===== src/rtl/run_step_controller.sv =====
// Run/step controller for the 16-bit core: debounced step/N-step, free-run, PC breakpoint, instruction counter.
// Optional CPU_RUN_PRESCALE_EN: RUN issues one instruction per 2**PRESCALE_LOG2 cycles.
module run_step_controller #(
   parameter int DEBOUNCE_CYCLES = 100000,
   parameter int PC_W            = 16,
   parameter int CNT_W           = 16,
   parameter int PRESCALE_LOG2   = 4
) (
   input  logic             clk,
   input  logic             clr,
   input  logic             btn_step,
   input  logic             btn_run,
   input  logic [CNT_W-1:0] step_n,
   input  logic             bp_en,
   input  logic [PC_W-1:0]  bp_addr,
   input  logic [PC_W-1:0]  pc,
   output logic             core_en,
   output logic             running,
   output logic             halted_bp,
   output logic [CNT_W-1:0] instr_count
);

   localparam int DB_W = $clog2(DEBOUNCE_CYCLES + 2);
   localparam logic [DB_W-1:0]  DB_FIRE = DB_W'(DEBOUNCE_CYCLES);
   localparam logic [DB_W-1:0]  DB_SAT  = DB_W'(DEBOUNCE_CYCLES + 1);
   localparam logic [DB_W-1:0]  DB_ONE  = {{(DB_W-1){1'b0}}, 1'b1};
   localparam logic [CNT_W-1:0] CNT_ONE = {{(CNT_W-1){1'b0}}, 1'b1};

   typedef enum logic [1:0] {
      S_IDLE  = 2'd0,
      S_STEP  = 2'd1,
      S_RUN   = 2'd2,
      S_BREAK = 2'd3
   } state_t;

   state_t           state_q, state_d;
   logic [1:0]       sync1_q, sync1_d, sync2_q, sync2_d;
   logic [DB_W-1:0]  step_cnt_q, step_cnt_d, run_cnt_q, run_cnt_d;
   logic [CNT_W-1:0] remaining_q, remaining_d;
   logic [CNT_W-1:0] instr_count_q, instr_count_d;
   logic             skip_bp_q, skip_bp_d;
   logic             running_q, running_d;
   logic             halted_bp_q, halted_bp_d;

   logic step_p_s, run_p_s, bp_hit_s, bp_stop_s, tick_s, core_en_s;

   // Saturating press counter: counts while held, zero while released.
   function automatic logic [DB_W-1:0] db_next(input logic in_s, input logic [DB_W-1:0] cnt);
      if (!in_s) begin
         return {DB_W{1'b0}};
      end else if (cnt == DB_SAT) begin
         return cnt;
      end else begin
         return cnt + DB_ONE;
      end
   endfunction

   // Synchronisers and debounce counters; bit 0 is step, bit 1 is run.
   always_comb begin
      sync1_d    = {btn_run, btn_step};
      sync2_d    = sync1_q;
      step_cnt_d = db_next(sync2_q[0], step_cnt_q);
      run_cnt_d  = db_next(sync2_q[1], run_cnt_q);
   end

   assign step_p_s  = (step_cnt_q == DB_FIRE);
   assign run_p_s   = (run_cnt_q == DB_FIRE);
   assign bp_hit_s  = bp_en && (pc == bp_addr);
   assign bp_stop_s = bp_hit_s && !skip_bp_q;

`ifdef CPU_RUN_PRESCALE_EN
   localparam logic [PRESCALE_LOG2-1:0] PRESC_ONE = {{(PRESCALE_LOG2-1){1'b0}}, 1'b1};
   logic [PRESCALE_LOG2-1:0] presc_q, presc_d;

   // Free-running issue divider, restarted on every entry into RUN.
   always_comb begin
      if ((state_q == S_RUN) && (state_d == S_RUN)) begin
         presc_d = presc_q + PRESC_ONE;
      end else begin
         presc_d = {PRESCALE_LOG2{1'b0}};
      end
   end

   // Divider register.
   always_ff @(posedge clk or negedge clr) begin
      if (!clr) begin
         presc_q <= {PRESCALE_LOG2{1'b0}};
      end else begin
         presc_q <= presc_d;
      end
   end

   assign tick_s = (presc_q == {PRESCALE_LOG2{1'b0}});
`else
   assign tick_s = 1'b1;
`endif

   assign core_en_s = ((state_q == S_STEP) || ((state_q == S_RUN) && tick_s)) && !bp_stop_s;

   // Next-state, step bookkeeping and instruction counter.
   always_comb begin
      state_d       = state_q;
      remaining_d   = remaining_q;
      skip_bp_d     = skip_bp_q;
      instr_count_d = instr_count_q;

      if (core_en_s) begin
         skip_bp_d     = 1'b0;
         instr_count_d = instr_count_q + CNT_ONE;
      end else begin
         instr_count_d = instr_count_q;
      end

      case (state_q)
         S_IDLE, S_BREAK: begin
            if (run_p_s) begin
               state_d   = S_RUN;
               skip_bp_d = 1'b1;
            end else if (step_p_s) begin
               state_d     = S_STEP;
               skip_bp_d   = 1'b1;
               remaining_d = (step_n == {CNT_W{1'b0}}) ? CNT_ONE : step_n;
            end else begin
               state_d = state_q;
            end
         end
         S_STEP: begin
            if (run_p_s) begin
               state_d = S_RUN;
            end else if (bp_stop_s) begin
               state_d = S_BREAK;
            end else if (core_en_s) begin
               remaining_d = remaining_q - CNT_ONE;
               state_d     = (remaining_q == CNT_ONE) ? S_IDLE : S_STEP;
            end else begin
               state_d = S_STEP;
            end
         end
         S_RUN: begin
            // A stop request beats a simultaneous breakpoint.
            if (run_p_s) begin
               state_d = S_IDLE;
            end else if (bp_stop_s) begin
               state_d = S_BREAK;
            end else begin
               state_d = S_RUN;
            end
         end
         default: begin
            state_d = S_IDLE;
         end
      endcase

      running_d   = (state_d == S_RUN);
      halted_bp_d = (state_d == S_BREAK);
   end

   // State and datapath registers.
   always_ff @(posedge clk or negedge clr) begin
      if (!clr) begin
         state_q       <= S_IDLE;
         sync1_q       <= 2'b00;
         sync2_q       <= 2'b00;
         step_cnt_q    <= {DB_W{1'b0}};
         run_cnt_q     <= {DB_W{1'b0}};
         remaining_q   <= {CNT_W{1'b0}};
         instr_count_q <= {CNT_W{1'b0}};
         skip_bp_q     <= 1'b0;
         running_q     <= 1'b0;
         halted_bp_q   <= 1'b0;
      end else begin
         state_q       <= state_d;
         sync1_q       <= sync1_d;
         sync2_q       <= sync2_d;
         step_cnt_q    <= step_cnt_d;
         run_cnt_q     <= run_cnt_d;
         remaining_q   <= remaining_d;
         instr_count_q <= instr_count_d;
         skip_bp_q     <= skip_bp_d;
         running_q     <= running_d;
         halted_bp_q   <= halted_bp_d;
      end
   end

   assign core_en     = core_en_s;
   assign running     = running_q;
   assign halted_bp   = halted_bp_q;
   assign instr_count = instr_count_q;

endmodule


===== config.mk =====
export PLATFORM = sky130hd
export DESIGN_NAME = run_step_controller
export DESIGN_NICKNAME = d
export VERILOG_FILES = /design/src/rtl/run_step_controller.sv
export SDC_FILE = /design/constraint.sdc
export NUM_CORES = 1
export LEC_CHECK = 0
export CAP_MARGIN = 15
export CORE_MARGIN = 2
export CORE_UTILIZATION = 40
export DETAILED_ROUTE_END_ITERATION = 16
export PLACE_DENSITY_LB_ADDON = 0.2
export SLEW_MARGIN = 5
export SYNTH_ARGS = -nofsm -noshare
export SYNTH_HDL_FRONTEND = slang
export SYNTH_SLANG_ARGS = --single-unit

===== constraint.sdc =====
create_clock -name clk -period 4 [get_ports clk]
set_input_delay 0.6 -clock clk [delete_from_list [all_inputs] [get_ports clk]]
set_output_delay 0.6 -clock clk [all_outputs]
set_load 0.02 [all_outputs]

==> results of run 1 <==
==> per-layer routing <==
metal  share of wire [%]  wire (µm)
met3                 5.3        515
met4                0.80         78
met5                   0          0
met2                  49       4740
met1                  45       4400
==> stage by stage <==
step	setup slack [ns]	hold slack [ns]	cell area, µm²	power (mW)	instances
finish	0.584	0.350	5410	2.94	674
global route	0.377	0.364	5410	3.15	674
CTS	0.573	0.354	5410	2.98	674
detailed placement	0.572	0.336	5180	2.30	658
global placement	0.583	0.333	5180	2.28	658
floorplan	1.76	0.304	4330	1.87	459
==> path summary, 6_finish.rpt <==
kind / from / to / cells after the start
min: sync1_q[0] / sync2_q[0] / 0
min in group asynchronous: clr / remaining_q[4] / 1
max: bp_addr[1] / core_en / 7
min reg2reg: sync1_q[0] / sync2_q[0] / 0
max in group asynchronous: clr / run_cnt_q[0] / 1
max reg2reg: run_cnt_q[2] / remaining_q[0] / 6
==> state kept, by name, summed over array words and instances (netlist names) <==
signal	flops
sync1_q	2
skip_bp_q	1
running	1
instr_count	16
remaining_q	16
sync2_q	2
step_cnt_q	17
state_q	2
run_cnt_q	17
halted_bp	1
==> layout make-up <==
type                    count  area (µm²)  area share [%]
repair buffers             74         731            13.5
inverters                  23        86.3            1.60
clock buffers              12         155            2.87
well taps                 136         170            3.15
flip-flops and latches     75        1880            34.7
multi-input cells         350        2310            42.8
clock inverters             4        72.6            1.34
==> power by group through the flow <==
stage / sequential, mW / combinational (mW) / clock [mW]
after detailed placement: 1.11 / 1.20 / 0
after CTS: 1.09 / 1.20 / 0.681
after global placement: 1.10 / 1.17 / 0
after global routing: 1.12 / 1.31 / 0.718
after floorplan: 1.14 / 0.723 / 0
final: 1.09 / 1.19 / 0.661
==> cells in the mapped netlist (all sizes together) (5+ instances only) <==
| cell type | number | area share, % |
|---|---|---|
| a2bb2oi | 5 | 1.0 |
| nor2 | 31 | 2.7 |
| dfrtp | 75 | 43 |
| o21ai | 7 | 0.81 |
| and3 | 10 | 1.5 |
| xnor2 | 37 | 7.5 |
| and2 | 26 | 3.8 |
| nand2b | 5 | 0.72 |
| nor4b | 5 | 1.2 |
| clkbuf | 7 | 0.61 |
| nor4 | 16 | 2.5 |
| nand4 | 14 | 2.0 |
| nor3 | 22 | 2.7 |
| ha | 11 | 3.2 |
| o22ai | 7 | 1.0 |
| nor2b | 9 | 1.3 |
| xor2 | 22 | 4.5 |
| a21boi | 5 | 0.87 |
| a21oi | 12 | 1.4 |
| nand2 | 37 | 3.2 |
| nand3 | 27 | 3.2 |
| inv | 22 | 1.9 |
==> kinds of logic (layout without fill, tap and decap cells) <==
kind of cell	Yosys count	after routing
mux	5	5
compound gates	57	57
xor+xnor	59	59
flops	75	75
buf+inv	34	113
simple gates	218	218
fa+ha+maj	11	11
==> critical path: stages <==
cell	delay (ns)
clkdlybuf4s50_1	0.41
xnor2_1	0.29
nand4_1	0.14
nor4b_1	0.50
a21o_1	0.23
clkinv_1	0.09
clkdlybuf4s50_1	0.55
==> results.json, run 1 <==
{
  "status": "finished, final reports clean",
  "arrival_ns": 2.82,
  "core_um2": 10400,
  "grt-ovfl-total": 0,
  "synth_fp_nets": 523,
  "synthCells": 459,
  "pin_count": 72,
  "hold_buffers": 0,
  "vias_per_cell": 5.29,
  "die_area_um2": 11700,
  "syn_to_final_growth_pct": 24.9,
  "clock_path_buffers": 2,
  "clkLatencyLatePin_ns": 0.35,
  "internal_power_mw": 1.83,
  "rows": 37,
  "num_vias": 3563,
  "die_h_um": 108,
  "rsz0062_at_grt": "no",
  "cap_violations": 0,
  "synthXorXnorAreaFrac_pct": 11.9,
  "htreeDepth": 3,
  "grt_pass1_vias": 3510,
  "swShare_pct": 37.8,
  "fin_nets": 597,
  "seq_power_share_pct": 37.2,
  "met1_usage_pct": 22.6,
  "utilization_pct": 51.9,
  "final_cell_mix": "dfrtp_1, clkdlybuf4s50_1, xnor2_1, nand2_1, nor2_1",
  "drv_slew": 0,
  "postCtsSetupRepairBufs": 0,
  "place_congestion": 0.888,
  "synthesis.area_um2": 4330,
  "max_slew.worst_pin.slew_ns": 0.935,
  "critPathLaunchType": "primary input",
  "grt_pass1_wl_um": 16600,
  "synth_top_family_by_area": "simple AND/OR/NAND/NOR gates",
  "max_clock_freq_mhz": 293,
  "p_clk_share_pct": 22.5,
  "powerDensity_nw_per_um2": 545,
  "post_cts_resized": 0,
  "p_comb_share_pct": 40.4,
  "yosysWarnings": 0,
  "min_period_over_period_pct": 85.4,
  "ys.flop_type": "dfrtp_1",
  "ys_seq_elements": 75,
  "r2r_slack_ns": 1.14,
  "vdd_drop_max_mv": 0.248,
  "crit_fanout": 3,
  "slew-limit-headroom_pct": 37.7,
  "drtIter0Drc": 169,
  "worst-setup-path-type": "in -> out",
  "report.final.hold_viol_count": 0,
  "cts_tree": "done",
  "switchingPower_mw": 1.11,
  "cts_buffers": 9,
  "drtPass1Iterations": 4,
  "synthSimpleGateAreaFrac_pct": 28.0,
  "die_x_um": 108,
  "antenna_cells": 0,
  "hpwl_um": 6980,
  "use_met2_pct": 29.8,
  "end_kind": "primary output",
  "port_buffers": 71,
  "ant_nets": 0,
  "grt_use_total_pct": 17.9,
  "synth_compound_area_share_pct": 9.10,
  "avgRoutedWirePerCell_um": 14.5,
  "hold_class": "reg -> reg",
  "start_util_pct": 41.6,
  "final.setup.tns_ns": 0,
  "seq_area_frac_synth_pct": 43.4,
  "clk_pin_slew_worst_paths_ns": 0.07,
  "busiest_layer": "met2",
  "period_needed_ns": 3.42,
  "setup_viol": 0,
  "layout-drive-gt1-share_pct": 5.58,
  "root_buffer": "clkbuf_8",
  "required_ns": 3.40,
  "synth_edf_count": 0,
  "grt_max_degree": 76,
  "ys_async_sr_fraction_pct": 100,
  "synth_cell_types": 56,
  "gr-usage-met3_pct": 5.61,
  "antenna_found_initial": 0,
  "cts_num_sinks": 75,
  "avgSynthCellArea_um2": 9.43,
  "synth_mux_area_share_pct": 1.18,
  "nFillCells": 981,
  "clock_skew_ns": 0.00516,
  "drc": 0,
  "wl_um": 9740,
  "synthAdderAreaFrac_pct": 3.18,
  "p_leak_nw": 2.15,
  "layout_commonest_cell": "dfrtp_1"
}
Power figures use the tool's default switching activity.
==> run 2: changes to the inputs <==
--- a/config.mk
+++ b/config.mk
@@ -10,6 +10,7 @@
 export CORE_UTILIZATION = 40
 export DETAILED_ROUTE_END_ITERATION = 16
 export PLACE_DENSITY_LB_ADDON = 0.2
+export SKIP_CTS_REPAIR_TIMING = 1
 export SLEW_MARGIN = 5
 export SYNTH_ARGS = -nofsm -noshare
 export SYNTH_HDL_FRONTEND = slang
==> results of run 2 <==
No change in the layout: final DEF, timing and power equal those of run 1.
==> run 3: changes to the inputs <==
==> constraint.sdc (replaced) <==
create_clock -name clk -period 3.6 [get_ports clk]
set_input_delay 0.54 -clock clk [delete_from_list [all_inputs] [get_ports clk]]
set_output_delay 0.54 -clock clk [all_outputs]
set_load 0.02 [all_outputs]
==> run 3 against run 2 <==
Effect of this change:
- clock-buffer cell count is 2 lower
- worst hold slack worse by 0.032 ns
- largest power group unchanged
- clock skew is 0.0061 ns higher
- first-iteration DRC count is 4.7% higher
- utilization is 0.26 points lower
- sequential power is 12% higher
- clock power is 7.3% lower
- via count is 0.81% lower
==> results.json, run 3 (synthesized netlist as in run 1, its figures left out) <==
{
  "syn_to_final_growth_pct": 24.2,
  "fin_cells": 676,
  "final_cell_mix": "dfrtp_1, clkdlybuf4s50_1, xnor2_1, nand2_1, nor2_1",
  "fin_nets": 599,
  "seq_power_share_pct": 38.4,
  "root_buffer": "clkbuf_8",
  "max_slew.worst_pin.slew_ns": 0.951,
  "vdd_drop_max_mv": 0.267,
  "multiInputGateArea_um2": 2310,
  "period_needed_ns": 3.29,
  "crit_chain": "clkdlybuf4s50_1, xnor2_1, nand4_1, nor4b_1, a21o_1, clkinv_1, clkdlybuf4s50_1",
  "timing.critical_path.buf_inv": 3,
  "slew-limit-headroom_pct": 36.6,
  "drtPass1Iterations": 4,
  "grt_use_total_pct": 17.6,
  "num_vias": 3534,
  "r2r_slack_ns": 0.92,
  "top_regs": "run_cnt_q x17, step_cnt_q x17",
  "status": "finished, final reports clean",
  "layout-drive-gt1-share_pct": 6.11,
  "final.setup.tns_ns": 0,
  "cts_buffers": 9,
  "drc": 0,
  "max_clock_freq_mhz": 304,
  "report.final.hold_viol_count": 0,
  "min_period_over_period_pct": 91.3,
  "regArea_um2": 1880,
  "grt_max_degree": 76,
  "htreeDepth": 3,
  "p_comb_share_pct": 42.3,
  "r2r-end": "remaining_q[12]",
  "worst-setup-path-type": "in -> out",
  "pin_count": 72,
  "powerDensity_nw_per_um2": 591,
  "drv_slew": 0,
  "required_ns": 3.06,
  "die_area_um2": 11700,
  "cpMaxStageDelayCell": "clkdlybuf4s50_1",
  "grt_pass1_wl_um": 16500,
  "avgRoutedWirePerCell_um": 14.6,
  "cap_violations": 0,
  "antenna_found_initial": 0,
  "ant_nets": 0,
  "critPathLaunchType": "primary input",
  "hpwl_um": 7160,
  "end_kind": "primary output",
  "p_clk_share_pct": 19.3,
  "swShare_pct": 40.5,
  "reg2reg_depth": 7,
  "cpLargestDelayFamily": "buffers and inverters",
  "wl_um": 9880,
  "cts_num_sinks": 75,
  "place_congestion": 0.858,
  "clock_skew_ns": 0.0112,
  "drtIter0Drc": 177,
  "cpMostUsedCell": "clkdlybuf4s50_1",
  "die_h_um": 108,
  "clk_pin_slew_worst_paths_ns": 0.09,
  "p_leak_nw": 2.14,
  "vias_per_cell": 5.23,
  "hold_class": "in -> async",
  "crit_path_max_incr_delay_ns": 0.56,
  "crit_fanout": 3,
  "antenna_cells": 0,
  "nFillCells": 976,
  "start_util_pct": 41.6,
  "core_um2": 10400,
  "die_x_um": 108,
  "grt_pass1_vias": 3420,
  "numPlacedInstances": 660,
  "rows": 37,
  "clkLatencyLatePin_ns": 0.34,
  "r2r_start": "run_cnt_q[6]",
  "internal_power_mw": 1.89,
  "layout_commonest_cell": "dfrtp_1",
  "clock_path_buffers": 2,
  "arrival_ns": 2.75,
  "port_buffers": 71,
  "switchingPower_mw": 1.29,
  "setup_viol": 0,
  "cts_tree": "done",
  "rsz0062_at_grt": "no",
  "grt-ovfl-total": 0
}
[run 3: cell type report]
class                      count  area share (%)
tap                          136            3.16
multi-input combinational    350            43.0
sequential                    75            34.9
timing repair buffer          76            13.9
clock inverter                 6           0.884
clock buffer                  10            2.56
inverter                      23            1.61
[run 3: worst max path at each step]
stage          depth (start not counted)      startpoint              end  slack (ns)
5_1_grt                                7      bp_addr[1]          core_en        0.20
6_report                               7      bp_addr[1]          core_en        0.31
3_3_place_gp                           7      bp_addr[1]          core_en        0.31
3_5_place_dp                           7      bp_addr[1]          core_en        0.31
2_1_floorplan                          6  step_cnt_q[12]  remaining_q[14]        1.41
4_1_cts                                7      bp_addr[1]          core_en        0.30
[run 3: per-stage QoR]
step	utilization, %	power [mW]	hold slack (ns)	cell area, µm²	setup WS (ns)
detailed placement	49.8	2.57	0.336	5190	0.309
global placement	49.8	2.55	0.333	5190	0.306
floorplan	-	2.07	0.244	4330	1.41
global route	51.6	3.40	0.364	5380	0.197
finish	51.6	3.18	0.318	5380	0.314
CTS	51.6	3.21	0.358	5380	0.305
[run 3: routing by layer]
layer	GRT usage [%]	vias up	part of all wire, %
li1	-	1769	-
met1	23.6	1686	47
met2	29.5	75	49
met3	4.22	4	3.7
met4	3.21	0	0.62
met5	0	-	0
[run 3: power by group through the flow]
| stage | clock network [mW] | registers, mW | logic (mW) |
|---|---|---|---|
| floorplan | 0 | 1.27 | 0.804 |
| global placement | 0 | 1.23 | 1.32 |
| detailed placement | 0 | 1.23 | 1.34 |
| CTS | 0.636 | 1.22 | 1.35 |
| global route | 0.671 | 1.25 | 1.48 |
| finish | 0.613 | 1.22 | 1.34 |
